$ cat config.mk
export PLATFORM = sky130hd
export DESIGN_NAME = serial_adder_flat
export DESIGN_NICKNAME = d
export VERILOG_FILES = /design/src/rtl/serial_adder_pkg.sv /design/src/rtl/serial_adder_if.sv /design/src/rtl/serial_adder_fa_cell.sv /design/src/rtl/serial_adder.sv /design/src/flat_wrapper.sv
export SDC_FILE = /design/constraint.sdc
export NUM_CORES = 1
export LEC_CHECK = 0
export ABC_AREA = 1
export CAP_MARGIN = 25
export CORE_UTILIZATION = 46
export DETAILED_ROUTE_END_ITERATION = 8
export HOLD_SLACK_MARGIN = 0.12
export PLACE_DENSITY = 0.75
export REMOVE_ABC_BUFFERS = 1
export SYNTH_ARGS = -nofsm -noshare
export SYNTH_HDL_FRONTEND = slang
export SYNTH_SLANG_ARGS = --single-unit
$ cat constraint.sdc
create_clock -name clk -period 1.15 [get_ports clk]
set_input_delay 0.23 -clock clk [delete_from_list [all_inputs] [get_ports clk]]
set_output_delay 0.23 -clock clk [all_outputs]
set_load 0.02 [all_outputs]
$ cat src/rtl/serial_adder_pkg.sv
// rtl/serial_adder_pkg.sv - shared state encoding and counter sizing for serial_adder
// Optional subtract mode is selected by SERIAL_ADDER_SUB_EN (see serial_adder.sv).
package serial_adder_pkg;

    typedef enum logic [1:0] {
        IDLE = 2'd0,
        RUN  = 2'd1,
        DONE = 2'd2
    } state_e;

    localparam int DEF_WIDTH = 8;
    localparam int DEF_CNT_W = $clog2(DEF_WIDTH);

    function automatic int cnt_width(input int width);
        return $clog2(width);
    endfunction

endpackage

$ cat src/rtl/serial_adder_if.sv
// rtl/serial_adder_if.sv - operand/result handshake bundle for serial_adder
// Carries sub_in only when SERIAL_ADDER_SUB_EN is defined.
interface serial_adder_if #(parameter int WIDTH = 8);

    logic             in_valid;
    logic             in_ready;
    logic [WIDTH-1:0] a_in;
    logic [WIDTH-1:0] b_in;
    logic             cin_in;
`ifdef SERIAL_ADDER_SUB_EN
    logic             sub_in;
`endif
    logic             out_valid;
    logic             out_ready;
    logic [WIDTH-1:0] sum_out;
    logic             cout_out;

    modport master (
`ifdef SERIAL_ADDER_SUB_EN
        output sub_in,
`endif
        output in_valid, a_in, b_in, cin_in, out_ready,
        input  in_ready, out_valid, sum_out, cout_out
    );

    modport slave (
`ifdef SERIAL_ADDER_SUB_EN
        input  sub_in,
`endif
        input  in_valid, a_in, b_in, cin_in, out_ready,
        output in_ready, out_valid, sum_out, cout_out
    );

endinterface

$ cat src/rtl/serial_adder_fa_cell.sv
// rtl/serial_adder_fa_cell.sv - combinational 1-bit full adder cell
module fa_cell (
    input  logic a,
    input  logic b,
    input  logic cin,
    output logic sum,
    output logic carry
);

    logic p;

    assign p     = a ^ b;
    assign sum   = p ^ cin;
    assign carry = (a & b) | (cin & p);

endmodule

$ cat src/rtl/serial_adder.sv
// rtl/serial_adder.sv - bit-serial WIDTH-bit adder around one fa_cell, LSB first
// Define SERIAL_ADDER_SUB_EN to add sub_in (A-B via ~B and carry-in of 1).
module serial_adder
    import serial_adder_pkg::*;
#(
    parameter int WIDTH = 8
) (
    input  logic           clk,
    input  logic           rst_n,
    serial_adder_if.slave  bus,
    output logic           busy
);

    localparam int CW = cnt_width(WIDTH);

    localparam logic [1:0] S_IDLE = IDLE;
    localparam logic [1:0] S_RUN  = RUN;
    localparam logic [1:0] S_DONE = DONE;

    logic [1:0]       state;
    logic [WIDTH-1:0] a_sh;
    logic [WIDTH-1:0] b_sh;
    logic [WIDTH-2:0] sum_sh;
    logic             carry;
    logic [CW-1:0]    cnt;
    logic [WIDTH-1:0] sum_q;
    logic             cout_q;

    logic             cell_sum;
    logic             cell_carry;
    logic [WIDTH-1:0] acc;
    logic [WIDTH-1:0] b_load;
    logic             c_load;

`ifdef SERIAL_ADDER_SUB_EN
    assign b_load = bus.sub_in ? ~bus.b_in : bus.b_in;
    assign c_load = bus.sub_in ? 1'b1      : bus.cin_in;
`else
    assign b_load = bus.b_in;
    assign c_load = bus.cin_in;
`endif

    fa_cell u_fa (
        .a     (a_sh[0]),
        .b     (b_sh[0]),
        .cin   (carry),
        .sum   (cell_sum),
        .carry (cell_carry)
    );

    // Collected bits plus the one being produced this cycle, MSB-first fill.
    assign acc = {cell_sum, sum_sh};

    always_ff @(posedge clk or negedge rst_n) begin
        if (!rst_n) begin
            state  <= S_IDLE;
            a_sh   <= '0;
            b_sh   <= '0;
            sum_sh <= '0;
            carry  <= 1'b0;
            cnt    <= '0;
            sum_q  <= '0;
            cout_q <= 1'b0;
        end else begin
            case (state)
                S_IDLE: begin
                    if (bus.in_valid) begin
                        a_sh  <= bus.a_in;
                        b_sh  <= b_load;
                        carry <= c_load;
                        cnt   <= CW'(WIDTH - 1);
                        state <= S_RUN;
                    end
                end
                S_RUN: begin
                    a_sh   <= a_sh >> 1;
                    b_sh   <= b_sh >> 1;
                    sum_sh <= acc[WIDTH-1:1];
                    carry  <= cell_carry;
                    cnt    <= cnt - 1'b1;
                    if (cnt == '0) begin
                        // Result registers only move here, so they hold across later operations.
                        sum_q  <= acc;
                        cout_q <= cell_carry;
                        state  <= S_DONE;
                    end
                end
                S_DONE: begin
                    if (bus.out_ready) begin
                        state <= S_IDLE;
                    end
                end
                default: state <= S_IDLE;
            endcase
        end
    end

    assign bus.in_ready  = (state == S_IDLE);
    assign bus.out_valid = (state == S_DONE);
    assign busy          = (state == S_RUN);
    assign bus.sum_out   = sum_q;
    assign bus.cout_out  = cout_q;

endmodule
$ cat src/flat_wrapper.sv
// flat-port wrapper written by rule: the top's interface ports become plain ports
module serial_adder_flat import serial_adder_pkg::*;
#(
    parameter int WIDTH = 8
)
  (clk, rst_n, busy, bus_in_valid, bus_a_in, bus_b_in, bus_cin_in, bus_out_ready, bus_in_ready, bus_out_valid, bus_sum_out, bus_cout_out);
  serial_adder_if #(.WIDTH(WIDTH)) bus_i ();
  input  logic clk;
  input  logic rst_n;
  output logic busy;
  input wire logic [$bits(bus_i.in_valid)-1:0] bus_in_valid;
  input wire logic [$bits(bus_i.a_in)-1:0] bus_a_in;
  input wire logic [$bits(bus_i.b_in)-1:0] bus_b_in;
  input wire logic [$bits(bus_i.cin_in)-1:0] bus_cin_in;
  input wire logic [$bits(bus_i.out_ready)-1:0] bus_out_ready;
  output wire logic [$bits(bus_i.in_ready)-1:0] bus_in_ready;
  output wire logic [$bits(bus_i.out_valid)-1:0] bus_out_valid;
  output wire logic [$bits(bus_i.sum_out)-1:0] bus_sum_out;
  output wire logic [$bits(bus_i.cout_out)-1:0] bus_cout_out;
  assign bus_i.in_valid = bus_in_valid;
  assign bus_i.a_in = bus_a_in;
  assign bus_i.b_in = bus_b_in;
  assign bus_i.cin_in = bus_cin_in;
  assign bus_i.out_ready = bus_out_ready;
  assign bus_in_ready = bus_i.in_ready;
  assign bus_out_valid = bus_i.out_valid;
  assign bus_sum_out = bus_i.sum_out;
  assign bus_cout_out = bus_i.cout_out;
  serial_adder #(.WIDTH(WIDTH)) u_core (.clk(clk), .rst_n(rst_n), .bus(bus_i), .busy(busy));
endmodule
==> results_dict.tcl <==
set metrics [dict create \
    synthMuxAreaShare_pct 0 \
    syn_to_final_growth_pct 71.6 \
    synth-simple-area-share_pct 31.8 \
    slowest_delay_ns 0.46 \
    power_density_nw_per_um2 2950 \
    min_period_over_period_pct 116 \
    cp-start-kind "register" \
    std_cell_rows 21 \
    final_cell_mix "dfrtp_1 (36), nand3_1 (33), nand3_2 (22)" \
    initial_core_util_pct 49.8 \
    grt_setup_unrepaired "yes" \
    clk_latency_ns 0.31 \
    wl_per_cell_um 19.7 \
    required_ns 1.34 \
    slew_headroom_pct 79.8 \
    grt_first_pass_wirelength_mm 8.80 \
    outcome "complete, but fails checks" \
    synthDistinctLibCells 18 \
    synth_top_area_share_pct 55.5 \
    min_path_type "in2async" \
    num_vias 1713 \
    path_cells "inv_2, buf_8, nand2_8, buf_6, o21ai_0" \
    setup_viol_count_final 40 \
    drt_wl_total_mm 5.92 \
    multi_input_area_um2 1090 \
    synth_compound_area_share_pct 2.78 \
    overflow 0 \
    antenna_left 0 \
    fin_crit_ns 1.33 \
    first_pass_iters 4 \
    antenna_found_initial 0 \
    crit_slowest_cell "dfrtp_2" \
    drive_gt1_share_pct 53.1 \
    ys_seq_area_share_pct 55.5 \
    holdWs_ns 0.423 \
    grt_max_degree 39 \
    r2r_cells 5 \
    p_leak_uw 0.00147 \
    io_buffers 32 \
    syn_inst 191 \
    rr_startpoint "u_core.state[1]" \
    fin_ws_ns -0.179 \
    synth_area_um2 1710 \
    ys_seq_elements 38 \
    drv_cap 0 \
    netlist_top_cells_area "dfrtp_1 (56%), nand3_1 (16%), nand2_1 (12%), buf_6 (2.6%), o21ai_0 (2.3%)" \
    post-route-drc-count 0 \
    drt_iter0_markers 151 \
    netlist.top_cell.by_area "dfrtp_1" \
    fp.dieW_um 63.0 \
    gp_congestion 0.793 \
    antenna_cells 0 \
    final_nets 277 \
    fp.dieH_um 63.0 \
    placed_cells 278 \
    synth_warnings 0 \
    violations "setup timing" \
    final_hold_viol_count 0 \
    crit_family "flip-flops" \
    path_clk_slew_ns 0.08 \
    max_freq_ghz 0.753 \
    viasPerCell 5.71 \
    cts-buffers-inserted 5 \
    synth-adder-area-share_pct 2.63 \
    path_max_fanout 7 \
    synth_top_family_by_area "simple AND/OR/NAND/NOR gates" \
    crit_buf_inv 3 \
    dp_hpwl_mm 2.44 \
    r2r_end "u_core.sum_sh[1]" \
    ff_latch_area_um2 953 \
    clockBufferDepth 2 \
    cts_sinks 38 \
    fin_cells 300 \
    core_area_um2 3440 \
    max_slew.worst_pin.slew_ns 0.300 \
    worstPathArrival_ns 1.52 \
    final_common_cell "dfrtp_1" \
    ir_drop_v 0.00146 \
    cts_tree "built" \
    cts_max_level 2 \
    fill_cells 162 \
    grt_pass1_vias 1784 \
    fin_skew_ns 0.0125 \
    dieArea_um2 3970 \
    critPathKind "reg2reg" \
    synth.avg_cell_area_um2 8.97 \
    synth-xor-area-share_pct 0 \
    cts_root_buf "clkbuf_8" \
    ios 33 \
    end_kind "register" \
    drv_slew 0 \
    grt_usage_pct 30.5 \
    r2r_slack_ns -0.18 \
]
[registers in the layout, summed over array words and instances (netlist names)]
| register | count |
|---|---|
| u_core.carry | 1 |
| u_core.a_sh | 8 |
| u_core.sum_sh | 7 |
| u_core.bus.sum_out | 8 |
| u_core.cnt | 3 |
| u_core.bus.cout_out | 1 |
| u_core.state | 2 |
| u_core.b_sh | 8 |
[worst max-delay path by stage]
stage / to / slack (ns) / cells past startpoint / start
2_1_floorplan: u_core.bus.cout_out / -0.30 / 7 / u_core.cnt[0]
3_3_place_gp: bus_out_valid / -0.28 / 3 / u_core.state[1]
3_5_place_dp: bus_out_valid / -0.29 / 3 / u_core.state[1]
4_1_cts: bus_out_valid / -0.14 / 3 / u_core.state[1]
5_1_grt: u_core.a_sh[1] / -0.23 / 6 / u_core.state[1]
6_report: u_core.sum_sh[1] / -0.18 / 5 / u_core.state[1]
[what timing repair did]
action                                  in CTS  in global routing
cloned                                       4                  1
resized for setup                          142                 48
buffers inserted                             8                  0
endpoints found under the setup margin      48                 41
hold endpoints to repair                    38                  0
hold buffers                                 1                  0
pin swaps                                   22                 11
[synthesized netlist by cell type]
library cell,count
clkbuf_1,1
o21ai_0,8
fa_1,1
nand3_1,56
o31ai_1,1
nor2_2,1
buf_2,1
buf_6,4
nand2_1,53
ha_1,2
nand3_2,1
dfrtp_1,38
nor2_4,1
inv_2,2
buf_4,4
nand2_2,3
nor2_1,5
inv_1,9
[cell families after synthesis]
family,Yosys count
and+or+nand+nor,120
AOI/OAI and AO/OA,9
buffers and inverters,21
DFF,38
adders and majority gates,3
[area by class of cell]
type / count / area share (%)
flip-flops and latches: 38 / 32.4
clock inverters: 1 / 0.170
repair buffers: 63 / 23.9
well taps: 46 / 1.96
clock buffers: 7 / 2.94
inverters: 11 / 1.40
multi-input cells: 134 / 37.2
[through the flow]
| stage | TNS [ns] | area (µm²) | utilization, % | power [µW] | setup WS, ns |
|---|---|---|---|---|---|
| floorplan | -5.21 | 1630 | - | 3650 | -0.298 |
| detailed placement | -5.03 | 2170 | 63.0 | 4930 | -0.289 |
| CTS | -1.91 | 2740 | 79.6 | 7610 | -0.139 |
| finish | -4.52 | 2940 | 85.4 | 8680 | -0.179 |
| global placement | -4.31 | 2170 | 63.0 | 4830 | -0.283 |
| global route | -5.90 | 2940 | 85.4 | 9110 | -0.231 |
[per-layer routing]
metal	track usage [%]	vias to the layer above	part of all wire, %
met5	0	-	0
met2	54.4	88	53
met4	18.3	0	5.1
met3	8.58	29	5.9
li1	-	760	-
met1	31.3	836	36
[tightest hold or removal path, cell delays in order]
cell and delay [ns]:
dlygate4sd3_1 0.52, buf_2 0.12, buf_12 0.23
[report_power, final]
group	total, µW	internal, µW	switching (µW)	leakage, µW
Combinational	5210	2460	2750	0.000933
Clock	987	484	503	0.0000482
Sequential	2480	1900	578	0.000484
(Power assumes the default switching activity.)
